[src/rtl/bmem_line_adapter.sv]
// bmem_line_adapter: two-client line adapter onto a 4-beat burst memory; define BMEM_ADAPTER_RR_EN for round-robin arbitration
module bmem_line_adapter #(
    parameter int ADDR_W = 32,
    parameter int BEAT_W = 64,
    parameter int BEATS  = 4
) (
    input  logic                             clk,
    input  logic                             rst,
    input  logic [1:0]                       cl_read,
    input  logic [1:0]                       cl_write,
    input  logic [1:0][ADDR_W-1:0]           cl_addr,
    input  logic [1:0][BEAT_W*BEATS-1:0]     cl_wdata,
    output logic [1:0]                       cl_resp,
    output logic [1:0][BEAT_W*BEATS-1:0]     cl_rdata,
    output logic [ADDR_W-1:0]                bmem_addr,
    output logic                             bmem_read,
    output logic                             bmem_write,
    output logic [BEAT_W-1:0]                bmem_wdata,
    input  logic                             bmem_ready,
    input  logic [ADDR_W-1:0]                bmem_raddr,
    input  logic [BEAT_W-1:0]                bmem_rdata,
    input  logic                             bmem_rvalid,
    output logic                             err_unexp
);
    localparam int LINE_W = BEAT_W * BEATS;
    localparam int OFF    = $clog2(LINE_W / 8);
    localparam int CW     = $clog2(BEATS);

    typedef enum logic [1:0] {IDLE, RD, WR} state_t;

    state_t                   state_q, state_d;
    logic                     gnt_q, gnt_d;
    logic [CW-1:0]            wbeat_q, wbeat_d, rbeat_q;
    logic [1:0]               pend_q, match_q, resp_q, elig, wresp, rresp, match_now, cur_match, pend_set;
    logic [1:0][ADDR_W-1:0]   paddr_q;
    logic [LINE_W-1:0]        buf_q;
    logic                     err_q, rd_acc;
    logic [ADDR_W-1:0]        line_addr;
    logic                     unused_lo;

    assign unused_lo = ^{cl_addr[0][OFF-1:0], cl_addr[1][OFF-1:0]};
    assign line_addr = {cl_addr[gnt_q][ADDR_W-1:OFF], {OFF{1'b0}}};
    // a client already waiting on a read, or seeing its completion pulse, must not be granted again
    assign elig      = (cl_read | cl_write) & ~pend_q & ~resp_q;
    assign rd_acc    = state_q == RD && bmem_ready;
    assign pend_set  = rd_acc ? (2'b01 << gnt_q) : 2'b00;
    assign cl_resp   = resp_q;
    assign err_unexp = err_q;
    assign cl_rdata[0] = resp_q[0] ? buf_q : '0;
    assign cl_rdata[1] = resp_q[1] ? buf_q : '0;

    // issue FSM: grant in IDLE, then one read request or a train of write beats held until accepted
    always_comb begin
        state_d    = state_q;
        gnt_d      = gnt_q;
        wbeat_d    = wbeat_q;
        wresp      = '0;
        bmem_addr  = '0;
        bmem_read  = 1'b0;
        bmem_write = 1'b0;
        bmem_wdata = '0;
        case (state_q)
            IDLE: if (|elig) begin
`ifdef BMEM_ADAPTER_RR_EN
                gnt_d   = &elig ? ~gnt_q : elig[1];
`else
                gnt_d   = elig[1];
`endif
                state_d = cl_write[gnt_d] ? WR : RD;
                wbeat_d = '0;
            end
            RD: begin
                bmem_addr = line_addr;
                bmem_read = 1'b1;
                state_d   = bmem_ready ? IDLE : RD;
            end
            WR: begin
                bmem_addr  = line_addr;
                bmem_write = 1'b1;
                bmem_wdata = cl_wdata[gnt_q][int'(wbeat_q)*BEAT_W +: BEAT_W];
                if (bmem_ready) begin
                    wbeat_d = wbeat_q + 1'b1;
                    if (wbeat_q == CW'(BEATS-1)) begin
                        state_d      = IDLE;
                        wresp[gnt_q] = 1'b1;
                    end
                end
            end
            default: state_d = IDLE;
        endcase
    end

    // return path: the first beat of a burst fixes which pending clients it satisfies
    always_comb begin
        for (int i = 0; i < 2; i++) match_now[i] = pend_q[i] && paddr_q[i] == bmem_raddr;
        cur_match = rbeat_q == '0 ? match_now : match_q;
        rresp     = bmem_rvalid && rbeat_q == CW'(BEATS-1) ? cur_match : 2'b00;
    end

    // state, pending reads, beat buffer and sticky error
    always_ff @(posedge clk) begin
        if (rst) begin
            state_q <= IDLE;
            gnt_q   <= 1'b0;
            wbeat_q <= '0;
            rbeat_q <= '0;
            pend_q  <= '0;
            match_q <= '0;
            resp_q  <= '0;
            paddr_q <= '0;
            buf_q   <= '0;
            err_q   <= 1'b0;
        end else begin
            state_q <= state_d;
            gnt_q   <= gnt_d;
            wbeat_q <= wbeat_d;
            resp_q  <= wresp | rresp;
            pend_q  <= (pend_q & ~rresp) | pend_set;
            if (rd_acc) paddr_q[gnt_q] <= line_addr;
            if (bmem_rvalid) begin
                rbeat_q <= rbeat_q + 1'b1;
                buf_q   <= {bmem_rdata, buf_q[LINE_W-1:BEAT_W]};
                if (rbeat_q == '0) begin
                    match_q <= match_now;
                    if (match_now == 2'b00) err_q <= 1'b1;
                end
            end
        end
    end
endmodule

[config.mk]
export PLATFORM = sky130hd
export DESIGN_NAME = bmem_line_adapter
export DESIGN_NICKNAME = d
export VERILOG_FILES = /design/src/rtl/bmem_line_adapter.sv
export SDC_FILE = /design/constraint.sdc
export NUM_CORES = 1
export LEC_CHECK = 0
export ABC_CLOCK_PERIOD_IN_PS = 3050
export CAP_MARGIN = 20
export CORE_AREA = 2 2 510 512
export CTS_CLUSTER_DIAMETER = 100
export DETAILED_ROUTE_END_ITERATION = 16
export DIE_AREA = 0 0 512 514
export PLACE_DENSITY = 0.3
export SLEW_MARGIN = 20
export SYNTH_ARGS = -nofsm -noshare
export SYNTH_HDL_FRONTEND = slang
export SYNTH_SLANG_ARGS = --single-unit
[constraint.sdc]
create_clock -name clk -period 3.05 [get_ports clk]
set_clock_uncertainty 0.1 [all_clocks]
set_input_delay 0.7625 -clock clk [delete_from_list [all_inputs] [get_ports clk]]
set_output_delay 0.7625 -clock clk [all_outputs]
set_load 0.01 [all_outputs]
==> reports/summary.txt <==
Fin cells: 7124
Final setup fails: 67
Initial core utilization: 7.86%
Worst Setup End Kind: primary output
Num CTS Buffers: 47
Worst Tran Pin Value: 0.592 ns
Clk buf depth: 3
PortBufs: 1277
Primary FF master, synth: dfxtp_1
Max VDD drop: 0.000346 V
Pleak: 17.6 nW
Placed insts: 6841
Number of synthesized flops with an enable pin: 0
Cell Area, Synth: 20300 sq um
Metal3 WL: 16.0 mm
Final #Nets: 4321
Worst rel slew slack: 60.4%
Via/cell ratio: 3.21
RSZ-0062 raised after global routing: yes
Hold endpoint: paddr_q[38]
Clk Latency, worst-skew pair: 0.62 ns
ANT nets after route: 0
Drt first pass iters: 7
Post-place setup slack: -1.04 ns
Cell mode on critical path: buf_4
Flop2flop setup slack: 0.76 ns
Final wirelength: 205 mm
Hold path start: paddr_q[38]
CTS sink cnt: 324
CP Launch Type: flip-flop
Slowest CP cell: mux4_2
Root Buffer: clkbuf_16
R2R depth: 9
DR WL/cell: 28.8 um
Worst Setup Slack, final: -0.437 ns
Crit share post-route: 114%
Core ar.: 258000 sq um
Final hold violation count: 0
Syn Inst Count: 2168
GPL Wtd Cong: 0.933
Clock period minus worst slack: 3.49 ns
Initial antenna violation count: 169
First-pass GRT wire length: 259 mm
Ports: 1293
Hold Slack: 0.363 ns
Max Fclk: 287 MHz
Fillers: 29200
DP HPWL: 170 mm
CP arrival: 2.62 ns
Largest net degree at the start of global routing: 54
Register area share after synthesis: 32.0%
Gr usage total: 15.0%
Run status: finished, violations left
Crit-path max cell delay: 0.48 ns
Hold Crit Class: flip-flop to flip-flop
1st-iter DRT viols: 1023
H-tree levels: 2
Post-layout util: 16.0%
Synth warn: 0
Die height: 514 um
Worst reg2reg endpoint: state_q[1]
Post-CTS Hold Fix Bufs: 0
Worst hold path depth: 2
Area delta synth->final: 103%
DIE AREA: 263000 sq um
Layout cell share with drive strength beyond 1: 24.6%
Ys async rst share: 0%
Failing checks: negative setup slack
Die W: 512 um
Crit-path cells: buf_12 -> buf_16 -> buf_16 -> buf_6 -> buf_4 -> mux4_2 -> mux2i_1 -> buf_4 -> nor2b_1 -> buf_4
Grt ovf: 0
CTS tree: yes
Crit Path Max Fanout: 4
Max cap viols: 0
Post-Syn Area per Cell: 9.36 sq um
# DRC: 0
PwrDens: 380 nW/um^2
DRT met1 WL: 72.1 mm
Data required time of the critical path: 2.19 ns
Worst r2r src: cl_resp[1]
FP Rows: 187
Met2 wire length: 109 mm
Critical path type: flip-flop to primary output
Max layer used: met5
Yosys reg bits: 324
Clk slew on worst S/H paths: 0.06 ns
Vias in the first global route: 23500
Vias: 22900
Max Slew Vio Count: 0
Post-synth cell types: 45
-- cell families (layout without fill, tap and decap cells) --
logic type | after synthesis | in the layout | synth area share [%]
and+or+nand+nor | 1029 | 1029 | 27.1
muxes | 476 | 476 | 31.4
DFF | 324 | 324 | 32.0
buffers and inverters | 194 | 1692 | 4.48
AOI/OAI and AO/OA | 83 | 83 | 2.34
xor gates and xnor gates | 55 | 55 | 2.37
adders and majority gates | 6 | 6 | 0.370
other | 1 | 57 | 0.0185
-- stage by stage --
stage | power [W] | setup TNS, ns | cell area [sq um]
4_1_cts | 0.0161 | -60.78 | 41700
2_1_floorplan | 0.00657 | 0 | 20300
3_3_place_gp | 0.00935 | -28.14 | 38200
3_5_place_dp | 0.00936 | -27.74 | 38200
5_1_grt | 0.0164 | -29.13 | 41200
6_report | 0.0157 | -20.40 | 41300
-- power breakdown --
| group | leakage, nW | total (W) | switching [W] | internal [W] |
|---|---|---|---|---|
| Sequential | 2.63 | 0.00458 | 0.000196 | 0.00438 |
| Combinational | 14.2 | 0.00547 | 0.00235 | 0.00311 |
| Clock | 0.762 | 0.00565 | 0.00229 | 0.00336 |
| Total | 17.6 | 0.0157 | 0.00484 | 0.0109 |
-- sequential cells by signal, indices dropped and copies added, names as in the netlist --
name       count
rbeat_q        2
buf_q        256
err_unexp      1
gnt_q          1
cl_resp        2
pend_q         2
state_q        2
paddr_q       54
wbeat_q        2
match_q        2
-- cell usage in the layout (no fill, tap or decap), types with 18 or more instances in the layout --
cell type / instances
a21oi_1: 60
and2_1: 500
buf_12: 63
buf_16: 23
buf_2: 98
buf_4: 176
buf_6: 69
buf_8: 24
clkbuf_16: 47
clkbuf_2: 157
clkdlybuf4s15_1: 97
clkdlybuf4s15_2: 18
clkdlybuf4s50_1: 676
dfxtp_1: 320
diode_2: 52
dlygate4sd2_1: 178
mux2i_1: 327
mux4_2: 128
nand2_1: 116
nor2_1: 269
nor2b_1: 78
xor2_1: 40
-- how the worst max path moves through the flow --
| stage | depth (start not counted) | start | to | slack (ns) |
|---|---|---|---|---|
| 2_1_floorplan | 6 | gnt_q | bmem_wdata[62] | 0.74 |
| 3_3_place_gp | 5 | cl_wdata[82] | bmem_wdata[18] | -1.01 |
| 3_5_place_dp | 5 | cl_wdata[82] | bmem_wdata[18] | -1.04 |
| 4_1_cts | 10 | gnt_q | bmem_wdata[46] | -0.59 |
| 5_1_grt | 10 | gnt_q | bmem_wdata[46] | -0.56 |
| 6_report | 10 | gnt_q | bmem_wdata[46] | -0.44 |
-- cells in the mapped netlist (all sizes together) (2+ instances only) --
cell type,number,area share (%)
ha,6,0.37
a22oi,2,0.074
a21boi,2,0.074
nand3,6,0.23
xnor2,15,0.65
nor3,4,0.099
or2,2,0.062
nor2,272,5.1
a31o,2,0.086
a211oi,3,0.11
nor2b,93,2.9
o21ai,8,0.20
and2,514,16
nand3b,2,0.074
a21oi,60,1.5
inv,8,0.15
nor4,11,0.34
clkbuf,103,1.9
mux4,128,14
mux2i,348,17
o21ba,2,0.099
dfxtp,324,32
nand2,116,2.1
nand4,5,0.15
buf,83,2.4
xor2,40,1.7
-- cell type report --
type	count	area [sq um]	share of cell area [%]
clock inverter	14	174	0.422
antenna	52	130	0.315
timing repair buffer	1600	15600	37.7
tap	3402	4260	10.3
clock buffer	70	1370	3.33
inverter	8	32.5	0.0789
multi-input combinational	1654	13200	32.1
sequential	324	6500	15.8
-- metal layers --
layer / global-route usage (%) / up-vias
li1: - / 10300
met1: 15.2 / 11000
met2: 28.4 / 1136
met3: 4.76 / 336
met4: 5.35 / 58
met5: 0 / -
-- critical path, delay by kind of cell, from the launching register on --
family / cells / cell delay [ns]
flops: 1 / 0.37
mux: 2 / 0.63
buf+inv: 7 / 0.92
simple gates: 1 / 0.04
-- what timing repair did --
item	4_1_cts	5_1_grt
cloned	25	0
resized for setup	1283	440
buffers inserted	130	31
pin swaps	2	0
setup endpoints to repair	587	393
Note: power is estimated with default switching activity, not from simulation.
